## src/rtl/alarm_pkg.sv

```systemverilog
// rtl/alarm_pkg.sv - Shared field layout, state encoding and helpers for the alarm sequencer
package alarm_pkg;

   // Counter width for ring, snooze-length and snooze-count counters
   localparam int CNT_W = 4;

   // Packed current-time bus field ranges
   localparam int MU_LSB  = 0;
   localparam int MU_MSB  = 3;
   localparam int MT_LSB  = 4;
   localparam int MT_MSB  = 6;
   localparam int HR_LSB  = 7;
   localparam int HR_MSB  = 11;
   localparam int DAY_LSB = 12;
   localparam int DAY_MSB = 14;

   typedef enum logic [1:0] {
      IDLE     = 2'd0,
      ARMED    = 2'd1,
      RINGING  = 2'd2,
      SNOOZING = 2'd3
   } state_t;

   // An alarm time is loadable only if every field is in its legal BCD/binary range
   function automatic logic time_valid(input logic [11:0] t);
      return (t[MU_MSB:MU_LSB] <= 4'd9) &&
             (t[MT_MSB:MT_LSB] <= 3'd5) &&
             (t[HR_MSB:HR_LSB] <= 5'd23);
   endfunction

endpackage

```

## src/rtl/alarm_controller_minute_tick_gen.sv

```systemverilog
// rtl/alarm_controller_minute_tick_gen.sv - Minute tick from natural current-time changes only
module minute_tick_gen
   import alarm_pkg::*;
(
   input  logic        Clk,
   input  logic        Clr,
   input  logic [14:0] CTO,
   input  logic        LD_CT,
   output logic        tick
);

   logic [14:0] cto_q;
   logic        ld_q;

   // Remember last cycle's time and load strobe; ld_q masks the change that
   // lands one cycle after a load when the time module registers it
   always_ff @(posedge Clk or posedge Clr) begin
      if (Clr) begin
         cto_q <= '0;
         ld_q  <= 1'b0;
      end else begin
         cto_q <= CTO;
         ld_q  <= LD_CT;
      end
   end

   assign tick = (CTO != cto_q) && !LD_CT && !ld_q;

endmodule

```

## src/rtl/alarm_controller.sv

```systemverilog
// rtl/alarm_controller.sv - Alarm ring/snooze/auto-off sequencer; optional SNOOZE_LIMIT_EN caps snoozes per event
module alarm_controller
   import alarm_pkg::*;
#(
   parameter int SNOOZE_MIN       = 9,
   parameter int RING_TIMEOUT_MIN = 5,
   parameter int MAX_SNOOZE       = 3
)
(
   input  logic        Clk,
   input  logic        Clr,
   input  logic [14:0] CTO,
   input  logic        LD_CT,
   input  logic [11:0] ATI,
   input  logic [6:0]  DMI,
   input  logic        LD_AT,
   input  logic        ALARM_EN,
   input  logic        SNOOZE,
   input  logic        STOP,
   output logic [11:0] ATO,
   output logic [6:0]  DMO,
   output logic        BUZZ,
   output logic        SNOOZED,
   output logic        LD_ERR
);

   localparam logic [CNT_W-1:0] SNZ_INIT = SNOOZE_MIN[CNT_W-1:0];
   localparam logic [CNT_W-1:0] RING_TO  = RING_TIMEOUT_MIN[CNT_W-1:0];
   localparam logic [CNT_W-1:0] CNT_ONE  = {{(CNT_W-1){1'b0}}, 1'b1};

   state_t           state;
   logic             tick;
   logic             match;
   logic             ld_ok;
   logic             snooze_ok;
   logic [7:0]       day_mask;
   logic [CNT_W-1:0] ring_cnt;
   logic [CNT_W-1:0] snz_left;
   logic [CNT_W-1:0] ring_inc;
   logic [CNT_W-1:0] snz_dec;

   minute_tick_gen u_tick (
      .Clk   (Clk),
      .Clr   (Clr),
      .CTO   (CTO),
      .LD_CT (LD_CT),
      .tick  (tick)
   );

   // Day 7 maps onto the padded zero bit so it can never match
   assign day_mask  = {1'b0, DMO};
   assign match     = (CTO[HR_MSB:MU_LSB] == ATO) && day_mask[CTO[DAY_MSB:DAY_LSB]];
   assign ld_ok     = LD_AT && time_valid(ATI);
   assign ring_inc  = (ring_cnt == '1) ? ring_cnt : ring_cnt + CNT_ONE;
   assign snz_dec   = (snz_left == '0) ? snz_left : snz_left - CNT_ONE;

`ifdef SNOOZE_LIMIT_EN
   logic [CNT_W-1:0] snooze_cnt;
   localparam logic [CNT_W-1:0] MAX_SNZ = MAX_SNOOZE[CNT_W-1:0];
   assign snooze_ok = (snooze_cnt < MAX_SNZ);

   // Snoozes taken in the current alarm event, cleared when a new ring starts
   always_ff @(posedge Clk or posedge Clr) begin
      if (Clr) begin
         snooze_cnt <= '0;
      end else if (ALARM_EN && !ld_ok) begin
         if (state == ARMED && tick && match)
            snooze_cnt <= '0;
         else if (state == RINGING && !STOP && SNOOZE && snooze_ok && snooze_cnt != '1)
            snooze_cnt <= snooze_cnt + CNT_ONE;
      end
   end
`else
   assign snooze_ok = 1'b1;
`endif

   // Alarm time/day mask storage with load validation
   always_ff @(posedge Clk or posedge Clr) begin
      if (Clr) begin
         ATO    <= '0;
         DMO    <= 7'h7F;
         LD_ERR <= 1'b0;
      end else begin
         LD_ERR <= LD_AT && !time_valid(ATI);
         if (ld_ok) begin
            ATO <= ATI;
            DMO <= DMI;
         end
      end
   end

   // Sequencer FSM; BUZZ/SNOOZED are registered alongside the state they reflect
   always_ff @(posedge Clk or posedge Clr) begin
      if (Clr) begin
         state    <= IDLE;
         BUZZ     <= 1'b0;
         SNOOZED  <= 1'b0;
         ring_cnt <= '0;
         snz_left <= '0;
      end else if (!ALARM_EN) begin
         state   <= IDLE;
         BUZZ    <= 1'b0;
         SNOOZED <= 1'b0;
      end else if (ld_ok) begin
         state   <= ARMED;
         BUZZ    <= 1'b0;
         SNOOZED <= 1'b0;
      end else begin
         case (state)
            IDLE: begin
               state <= ARMED;
            end
            ARMED: begin
               if (tick && match) begin
                  state    <= RINGING;
                  BUZZ     <= 1'b1;
                  ring_cnt <= '0;
               end
            end
            RINGING: begin
               if (STOP) begin
                  state <= ARMED;
                  BUZZ  <= 1'b0;
               end else if (SNOOZE && snooze_ok) begin
                  state    <= SNOOZING;
                  BUZZ     <= 1'b0;
                  SNOOZED  <= 1'b1;
                  snz_left <= SNZ_INIT;
               end else if (tick) begin
                  ring_cnt <= ring_inc;
                  if (ring_inc == RING_TO) begin
                     state <= ARMED;
                     BUZZ  <= 1'b0;
                  end
               end
            end
            SNOOZING: begin
               if (STOP) begin
                  state   <= ARMED;
                  SNOOZED <= 1'b0;
               end else if (tick) begin
                  snz_left <= snz_dec;
                  if (snz_dec == '0) begin
                     state    <= RINGING;
                     BUZZ     <= 1'b1;
                     SNOOZED  <= 1'b0;
                     ring_cnt <= '0;
                  end
               end
            end
            default: begin
               state <= IDLE;
            end
         endcase
      end
   end

endmodule

```

## config.mk

```make
export PLATFORM = sky130hd
export DESIGN_NAME = alarm_controller
export DESIGN_NICKNAME = d
export VERILOG_FILES = /design/src/rtl/alarm_pkg.sv /design/src/rtl/alarm_controller_minute_tick_gen.sv /design/src/rtl/alarm_controller.sv
export SDC_FILE = /design/constraint.sdc
export NUM_CORES = 1
export LEC_CHECK = 0
export ABC_AREA = 0
export BUFFER_PORTS_ARGS = -buffer_cell sky130_fd_sc_hd__buf_4
export CAP_MARGIN = 40
export CELL_PAD_IN_SITES_DETAIL_PLACEMENT = 0
export CELL_PAD_IN_SITES_GLOBAL_PLACEMENT = 1
export CORE_ASPECT_RATIO = 1.5
export CORE_UTILIZATION = 42
export CTS_BUF_LIST = sky130_fd_sc_hd__clkbuf_8
export DETAILED_ROUTE_END_ITERATION = 8
export GPL_ROUTABILITY_DRIVEN = 1
export GPL_TIMING_DRIVEN = 0
export PLACE_DENSITY_LB_ADDON = 0.15
export SYNTH_ARGS = -nofsm -noshare
export SYNTH_HDL_FRONTEND = slang
export SYNTH_SLANG_ARGS = --single-unit
```

## constraint.sdc

```tcl
create_clock -name Clk -period 2.6 [get_ports Clk]
set_clock_uncertainty 0.2 [all_clocks]
set_input_delay 0.52 -clock Clk [delete_from_list [all_inputs] [get_ports Clk]]
set_output_delay 0.52 -clock Clk [all_outputs]
set_load 0.02 [all_outputs]
```

==> key figures <==
CTS
  • Worst skew pair latency: 300 ps
  • CTS max path bufs: 2
  • Clock slew at reported path FFs: 90 ps
  • Setup Fix Bufs, Post-CTS: 0
  • CTS Buf Count: 5
  • Clock Tree Root: clkbuf_8
  • Clock sink count: 48
  • H-tree lvl count: 2
  • CTS tree: yes

Drt
  • Number of DRC markers in iteration 0: 102
  • Total Routed Length: 5030 um
  • Routed Antenna Nets: 0
  • Vias per cell: 5.17
  • DR WL/cell: 14.8 um
  • Via count: 1764
  • Router iterations before antenna repair: 6
  • DRC errors left: 0

Worst setup path
  • R2r setup slk: 270 ps
  • Worst r2r src: snz_left[0]
  • Crit Path Category: reg2reg
  • CP Launch Type: flop
  • Crit path capture type: flop
  • Req. time, crit path: 2600 ps
  • R2r endpoint: SNOOZED
  • Critical Path Fanout Max: 6
  • Reg2Reg Depth: 8
  • Arrival time at the worst endpoint: 2330 ps

STA
  • RSZ-0062 raised after global routing: no
  • Post-route clock period utilization: 89.8%
  • Fin Setup TNS: 0 ps
  • Fmax: 428 MHz
  • Max-slew headroom: 55.5%
  • Final hold slack: 131 ps
  • Setup WS post-layout: 265 ps
  • Period minus WS final: 2330 ps
  • # setup viols final: 0
  • Final Hold Fails: 0
  • Final count of pins violating max slew: 0
  • Measured slew at the worst slew-check pin: 667 ps

Die
  • Die Wd: 63.2 um
  • Boundary pin count: 63
  • Placeable core area: 5450 um^2
  • Starting Density: 43.2%
  • Die area: 5920 um^2
  • Die Y: 93.7 um
  • Number of core rows: 33

Power and ir drop
  • Worst vdd ir: 0.368 mV
  • Sw frac: 30.0%
  • Int Pwr: 0.00128 W
  • Clock network fraction of total power: 24.2%
  • Leakage: 1.34 nW
  • Psw: 0.000548 W
  • Sequential share of power: 49.6%
  • Combinational Power Share: 26.2%
  • Power per cell area: 602 nW/um^2

Flow run
  • Max Cap Viol: 0

Synthesis
  • Synth area leader: dfrtp_1
  • Share of flip-flops with an asynchronous set or reset: 100%
  • Avg Cell Area, Syn: 11.8 um^2
  • Netlist cell types: 51
  • Gate Count Post-Synth: 200
  • Syn Nets: 243
  • Yosys top cell area share: 43.5%
  • Post-synth EDFFs: 0
  • Synth warnings: 0
  • Cell with the most instances after synthesis: dfrtp_1
  • Register area share after synthesis: 51.4%
  • Synth top cells by count: dfrtp_1 (41), mux2_2 (19), xnor2_1 (18)
  • Main flop type after synthesis: dfrtp_1
  • Synth area leaders: dfrtp_1 (44%), mux2_2 (9.1%), dfstp_2 (7.8%)
  • Synth Cell Area: 2360 um^2
  • Yosys reg bits: 48

GRT
  • Total congestion overflow: 0
  • Largest net degree at the start of global routing: 40
  • Antenna violations before repair: 0
  • GRT Total Usage: 18.6%
  • Global-route wire length before repair: 8460 um
  • Vias in the first global route: 1855

Placed design
  • Pre-CTS setup slack: 5.12 ps
  • PortBufs: 61
  • Routability cong.: 0.841
  • Dpl hpwl: 3890 um
  • Area after DPL: 2920 um^2

Final layout
  • Area Growth Syn to Fin: 28.6%
  • # diodes: 0
  • Design area: 3030 um^2
  • Fraction of layout cells with a size suffix above 1: 38.7%
  • Layout Utilization: 55.6%
  • Layout Nets: 313
  • Fillers: 511

Run status
  • Status: finished, final reports clean

Worst hold path
  • Worst hold stages: 1
  • Hold_sp: LD_CT
  • Worst hold path type: in2reg
  • Sink of the worst hold path: u_tick.ld_q
worst max-delay path, cell delays in order, from the launching register on:
cell     delay (ps)
dfrtp_1         410
inv_1            90
ha_1            270
xnor2_1         160
a32oi_1         120
o21a_1          270
o21ai_0         340
o21ai_0         150
a32o_1          220
per-layer routing:
layer  global-route usage (%)  part of all wire (%)  vias up
li1                         -                     -      863
met1                     20.8                    40      845
met4                     8.91                   2.0        0
met2                     33.1                    54       47
met3                     3.88                   4.4        9
met5                        0                     0        -
repair_timing:
item,CTS,global route
gates resized for setup,1,1
hold buffers,1,0
pin swaps,0,1
hold endpoints to repair,9,0
endpoints found under the setup margin,2,2
cloned,0,0
logic make-up after synthesis:
| group | synth area share, % |
|---|---|
| muxes | 12.4 |
| and+or+nand+nor | 11.8 |
| xor gates and xnor gates | 10.8 |
| DFF | 51.4 |
| buffers and inverters | 2.28 |
| AOI/OAI and AO/OA | 10.3 |
| adders and majority gates | 1.06 |
how the worst max path moves through the flow:
stage | start | endpoint | slack [ps] | cells after the start
final | snz_left[0] | SNOOZED | 270 | 8
after global placement | snz_left[0] | ring_cnt[0] | 1 | 9
after CTS | snz_left[0] | ring_cnt[0] | 130 | 9
after detailed placement | snz_left[0] | ring_cnt[0] | 5 | 9
after global routing | snz_left[0] | ring_cnt[0] | 60 | 9
after floorplan | CTO[12] | ring_cnt[0] | 350 | 6
metrics by stage:
step / power [W] / cells
finish: 0.00182 / 341
global route: 0.00192 / 341
CTS: 0.00185 / 341
detailed placement: 0.00140 / 332
global placement: 0.00139 / 331
floorplan: 0.00119 / 200
state kept, by name, indices dropped and copies added (netlist names):
name / count
ring_cnt: 4
u_tick.cto_q: 15
snz_left: 4
state: 2
ATO: 12
LD_ERR: 1
u_tick.ld_q: 1
BUZZ: 1
DMO: 7
SNOOZED: 1
power groups by stage:
stage / clock [W] / sequential [W] / combinational (W)
CTS: 0.000461 / 0.000908 / 0.000483
finish: 0.000441 / 0.000906 / 0.000478
detailed placement: 0 / 0.000922 / 0.000480
global placement: 0 / 0.000920 / 0.000473
floorplan: 0 / 0.000991 / 0.000196
global route: 0.000483 / 0.000918 / 0.000520
cell usage in the layout (no fill, tap or decap), drive strengths merged, types with 3 or more instances in the layout:
cell type and count:
nor4 3, nor3b 3, inv 8, mux2i 4, buf 65, a21oi 4, xnor2 18, nand4 5
nor2b 3, nor2 8, nor3 4, dfrtp 41, clkinv 3, o21ai 9, xor2 11, clkbuf 8
nand3 7, mux2 20, nand2 6, dfstp 7
area by class of cell:
cell class | count | area [um^2] | share of cell area [%]
buffer | 6 | 23.8 | 0.784
clock buffer | 5 | 68.8 | 2.27
clock inverter | 3 | 18.8 | 0.619
inverter | 8 | 30.0 | 0.991
multi-input combinational | 138 | 1100 | 36.4
sequential | 48 | 1210 | 39.9
tap | 70 | 87.6 | 2.89
timing repair buffer | 63 | 488 | 16.1
(Power assumes the default switching activity.)
